`config.mk`:
```
export PLATFORM = sky130hd
export DESIGN_NAME = mem_fwd_history_unit
export DESIGN_NICKNAME = d
export VERILOG_FILES = /design/src/rtl/mem_fwd_history_unit.sv
export SDC_FILE = /design/constraint.sdc
export NUM_CORES = 1
export LEC_CHECK = 0
export ABC_AREA = 1
export BUFFER_PORTS_ARGS = -buffer_cell sky130_fd_sc_hd__buf_2
export CORE_MARGIN = 5
export CORE_UTILIZATION = 52
export CTS_CLUSTER_DIAMETER = 80
export DETAILED_ROUTE_END_ITERATION = 6
export PLACE_DENSITY_LB_ADDON = 0.08
export RECOVER_POWER = 100
export SYNTH_ARGS = -nofsm -noshare
export SYNTH_HDL_FRONTEND = slang
export SYNTH_SLANG_ARGS = --single-unit
```
`constraint.sdc`:
```
create_clock -name clk -period 2.25 [get_ports clk]
set_input_delay 0.3375 -clock clk [delete_from_list [all_inputs] [get_ports clk]]
set_output_delay 0.3375 -clock clk [all_outputs]
set_load 0.02 [all_outputs]
```
`src/rtl/mem_fwd_history_unit.sv`:
```
// MEM-stage store-data forwarding over the live WB write plus a DEPTH-entry retire history.
// Optional build macro MEMFWD_ALU_SRC_EN makes ALU-result writes eligible as forwarding sources.
module mem_fwd_history_unit #(
  parameter int XLEN   = 32,
  parameter int REG_AW = 5,
  parameter int DEPTH  = 2,
  parameter int CNT_W  = 16
) (
  input  logic              clk,
  input  logic              rst_n,
  input  logic              wb_regwrite,
  input  logic              wb_wbsrc,
  input  logic [REG_AW-1:0] wb_rd,
  input  logic [XLEN-1:0]   wb_data,
  input  logic              mem_valid,
  input  logic [REG_AW-1:0] mem_rs2,
  input  logic [XLEN-1:0]   mem_rs2_data,
  input  logic              cnt_clr,
  output logic [XLEN-1:0]   mem_store_data,
  output logic              mem_fwd_sig,
  output logic [2:0]        mem_fwd_src,
  output logic [CNT_W-1:0]  fwd_count
);

  logic              hist_vld  [1:DEPTH];
  logic [REG_AW-1:0] hist_rd   [1:DEPTH];
  logic [XLEN-1:0]   hist_data [1:DEPTH];
  logic              hist_src  [1:DEPTH];

  logic              live_vld;
  logic              hit;
  logic              hit_src;
  logic [XLEN-1:0]   hit_data;
  logic [2:0]        hit_idx;
  logic              eligible;
  logic              fwd;

  function automatic logic [CNT_W-1:0] sat_inc(input logic [CNT_W-1:0] v);
    return (&v) ? v : v + CNT_W'(1);
  endfunction

  assign live_vld = wb_regwrite && (wb_rd != '0);

  // Stage p0: youngest-match search, live WB first then history oldest-last
  always_comb begin
    hit      = 1'b0;
    hit_src  = 1'b0;
    hit_data = '0;
    hit_idx  = 3'd0;
    if (live_vld && (wb_rd == mem_rs2)) begin
      hit      = 1'b1;
      hit_src  = wb_wbsrc;
      hit_data = wb_data;
      hit_idx  = 3'd1;
    end
    for (int k = 1; k <= DEPTH; k++) begin
      if (!hit && hist_vld[k] && (hist_rd[k] == mem_rs2)) begin
        hit      = 1'b1;
        hit_src  = hist_src[k];
        hit_data = hist_data[k];
        hit_idx  = 3'(k + 1);
      end
    end
  end

  // Only the youngest match is judged; an ineligible one shadows older ones.
`ifdef MEMFWD_ALU_SRC_EN
  assign eligible = hit;
`else
  assign eligible = hit && hit_src;
`endif

  assign fwd            = eligible && mem_valid;
  assign mem_fwd_sig    = fwd;
  assign mem_store_data = fwd ? hit_data : mem_rs2_data;
  assign mem_fwd_src    = fwd ? hit_idx : 3'd0;

  // Stage p1: history shift, every cycle regardless of mem_valid
  always_ff @(posedge clk or negedge rst_n) begin
    if (!rst_n) begin
      for (int k = 1; k <= DEPTH; k++) begin
        hist_vld[k]  <= 1'b0;
        hist_rd[k]   <= '0;
        hist_data[k] <= '0;
        hist_src[k]  <= 1'b0;
      end
    end else begin
      hist_vld[1]  <= live_vld;
      hist_rd[1]   <= wb_rd;
      hist_data[1] <= wb_data;
      hist_src[1]  <= wb_wbsrc;
      for (int k = 2; k <= DEPTH; k++) begin
        hist_vld[k]  <= hist_vld[k-1];
        hist_rd[k]   <= hist_rd[k-1];
        hist_data[k] <= hist_data[k-1];
        hist_src[k]  <= hist_src[k-1];
      end
    end
  end

  always_ff @(posedge clk or negedge rst_n) begin
    if (!rst_n) begin
      fwd_count <= '0;
    end else if (cnt_clr) begin
      fwd_count <= '0;
    end else if (fwd) begin
      fwd_count <= sat_inc(fwd_count);
    end
  end

endmodule

```
==> results by group <==
Run status
  – Status: finished, violations left
  – Failing checks: setup timing

Placed design
  – IO buf count: 130
  – Post-DP Area: 0.00518 mm^2
  – Gpl congestion: 0.854
  – Hpwl dp: 7.32 mm
  – Place WS: -0.0600 ns

Finish
  – Ant diodes: 0
  – Final Cell Area: 0.00615 mm^2
  – Multi-input gate area: around 0.0022 mm^2
  – P&R area growth vs syn: 39.9%
  – FF/Latch Area: 0.00235 mm^2
  – Layout cell share with drive strength beyond 1: 0.316
  – FILL cells: ~640
  – Final net count: 770

Drt
  – Starting DRT DRC Count: 93
  – Pre-Repair DR Iteration Count: 6
  – Drt total wl: 12.1 mm
  – DRC: 0
  – DR vias/cell: 5.09
  – Antenna Nets Post-Route: 0
  – Routed WL per cell: approximately 15 um
  – Routed via count: 4065

Global routing
  – Total GRT Usage: 0.216
  – Global-route wire length before repair: 17.6 mm
  – Largest net degree at the start of global routing: 44
  – Vias in the first global route: 3797
  – Initial antenna violation count: 1
  – GRT overflow: 0

Clock network
  – H-tree levels: 3
  – CTS tree: built
  – CTS Buffer Depth: 2
  – CTS Buf Count: 9
  – Clk slew on worst S/H paths: 0.09 ns
  – Worst skew pair latency: 0.36 ns
  – CTS Sinks: 94
  – Root buf cell: clkbuf_8

Timing
  – Endpoints failing setup: 35
  – Minimum clock period: between 2 and 2.5 ns
  – Final Skew: 0.0126 ns
  – Slew @ Worst Pin: 1.03 ns
  – RSZ-0062 raised after global routing: yes
  – Final period util: 1.10
  – Slew Viols, Final: 0
  – Final hold vios: 0
  – Worst relative slew slack: 0.316
  – Final setup margin: -0.217 ns
  – Max Fclk: 405 MHz

Setup path
  – Setup CP Type: reg -> out
  – Maximum fanout along the worst path: 8
  – Crit. End Element: primary output
  – Max stage delay on crit path: 0.40 ns
  – Critical path launch point type: flip-flop
  – CP Cell Sequence: nand2_1 > nand2_1 > nor2_2 > nand2_2 > buf_6 > nor3_4 > buf_6 > clkbuf_16 > nand2_4 > nand3_2 > nand2_1 > nand2_1 > buf_6
  – Most used cell, CP: nand2_1
  – Family with the most delay on the worst path: simple AND/OR/NAND/NOR gates
  – Crit path buffers/inverters: 4
  – CP max-delay cell: dfrtp_1
  – Worst EP required: 1.91 ns
  – Crit path DAT: 2.13 ns

Logic synthesis
  – Synthesized instance count: between 500 and 600
  – Yosys top cell by area: dfrtp_1
  – Yosys warning count: 0
  – Share of the synthesized area in the top cell type: 0.535
  – Mapped cell area: around 0.0044 mm^2
  – Post-synthesis sequential area ratio: 0.535
  – Flops & latches, synth: 94
  – Most area-consuming cells after synthesis: dfrtp_1 (54%), nand2_1 (22%), nand3_1 (6.7%)
  – Syn Nets: 625
  – Syn_area_per_cell: 8.08 um^2
  – Netlist cell types: 35

Flow run
  – Max-Cap Viols: 0

Pwr
  – Pwr Density: 545 mW/mm^2
  – P_leak: around 3.3 nW
  – VDD IR max: 0.000387 V
  – Tot Pwr: around 3.4 mW

Floorplan
  – Die footprint: 0.0104 mm^2
  – Rows: 33
  – Initial Util: 0.535
  – Die Span Y: ~100 um
  – IO Pins: 132
  – Die width: 102 um
  – Core area: approximately 0.0082 mm^2

Hold path
  – Worst min-delay path class: in -> reg
kinds of logic after synthesis:
family / count (synthesis) / share of synthesized area
DFF: 94 / 0.535
buffers and inverters: 49 / 0.0524
AOI/OAI and AO/OA: 4 / 0.00569
adders and majority gates: 1 / 0.00285
other: 1 / 0.000853
and+or+nand+nor: 382 / 0.377
xor gates and xnor gates: 13 / 0.0259
repair_timing:
action                                  CTS  global route
endpoints found under the setup margin   35            36
buffers inserted                          5             2
endpoints found under the hold margin    41             0
cloned                                    3             4
gates resized for setup                  82            98
hold buffers                              1             0
pin swaps                                 5            19
stage by stage:
stage               TNS [ns]  hold slack, ns  instances   util
floorplan                  0          0.0419        544      -
global placement     -0.0152           0.357        768  0.631
detailed placement    -0.758           0.357        768  0.631
CTS                    -4.98          0.0795        792  0.698
global route          -11.59          0.0748        798  0.749
finish                 -6.24          0.0953        798  0.749
cell usage after synthesis:
master	instances
a21oi_1	1
nor3b_1	2
nand4_1	1
ha_1	1
nor4_1	1
nand4_2	1
conb_1	1
a211oi_1	1
nand3_4	2
inv_1	21
nor2_2	5
xor2_1	6
nor2_4	1
nand3_2	2
xnor2_1	7
or2_1	1
clkbuf_1	5
buf_12	1
clkinv_2	1
nand3_1	59
dfrtp_1	94
nor3_4	1
nand2_4	2
a31oi_1	2
nand2_1	258
inv_4	1
buf_4	3
nand2_2	12
nor2b_1	1
nor2_1	29
buf_2	12
clkinv_1	1
inv_2	4
and3_1	1
nor3_1	3
per-layer routing:
layer	track usage	vias to the layer above	part of all wire
met3	0.0464	24	0.068
met5	0	-	0.00058
met2	0.380	123	0.52
met4	0.0807	2	0.019
met1	0.262	1936	0.39
li1	-	1980	-
flip-flops by register name, indices dropped and copies added (netlist names):
name       flops
hist_data     64
hist_vld       2
hist_rd       10
hist_src       2
fwd_count     16
cells in the final DEF, fill, tap and decap left out, types with 2 or more instances in the layout:
master        n
a31oi_1       2
xnor2_1       7
clkbuf_8     10
buf_2        44
nor2_2        5
clkinvlp_4    3
nor2_4        3
dfrtp_1      94
buf_12        4
buf_4         9
nand3_1      30
clkbuf_4      2
nor2_1       27
nand2_1     222
clkbuf_2      2
nor3_1        3
clkbuf_1     49
nand2_4      20
nand3_4       2
clkbuf_16     4
inv_1        20
xor2_1        6
inv_2         4
buf_6        34
nand3_2      31
buf_16        3
nand2_2      29
buf_8         2
nor3b_1       2
power breakdown:
| group | total, mW | internal [mW] | switching (mW) |
|---|---|---|---|
| logic | 0.510 | 0.215 | 0.295 |
| registers | 1.82 | 1.77 | 0.0543 |
| clock network | 1.02 | 0.426 | 0.595 |
| total | 3.35 | 2.41 | 0.944 |
layout make-up:
| cell class | instances | share of cell area |
|---|---|---|
| Sequential cell | 94 | 0.382 |
| Multi-Input combinational cell | 401 | 0.354 |
| Clock buffer | 10 | 0.0224 |
| Inverter | 28 | 0.0214 |
| Tap cell | 105 | 0.0214 |
| Clock inverter | 5 | 0.00590 |
| Timing Repair Buffer | 155 | 0.193 |
worst paths after layout:
path / startpoint / end / slack (ns) / cells after the start
min reg2reg: hist_data[33] / hist_data[1] / 0.38 / 0
max reg2reg: fwd_count[0] / fwd_count[12] / 0.17 / 10
max: hist_rd[9] / mem_store_data[25] / -0.22 / 13
min in group asynchronous: rst_n / hist_data[26] / 0.68 / 2
max in group asynchronous: rst_n / hist_data[60] / 0.38 / 3
min: wb_data[14] / hist_data[46] / 0.1 / 1
worst reg2reg max path: stages, from the launching register on:
cell     delay (ns)
dfrtp_1        0.47
ha_1           0.23
nand3_1        0.15
nor2_2         0.18
nand3_1        0.18
nor2_2         0.17
nand3_1        0.14
nand3_4        0.12
buf_4          0.22
nand3_1        0.10
nand2_1        0.07
(Power assumes the default switching activity.)
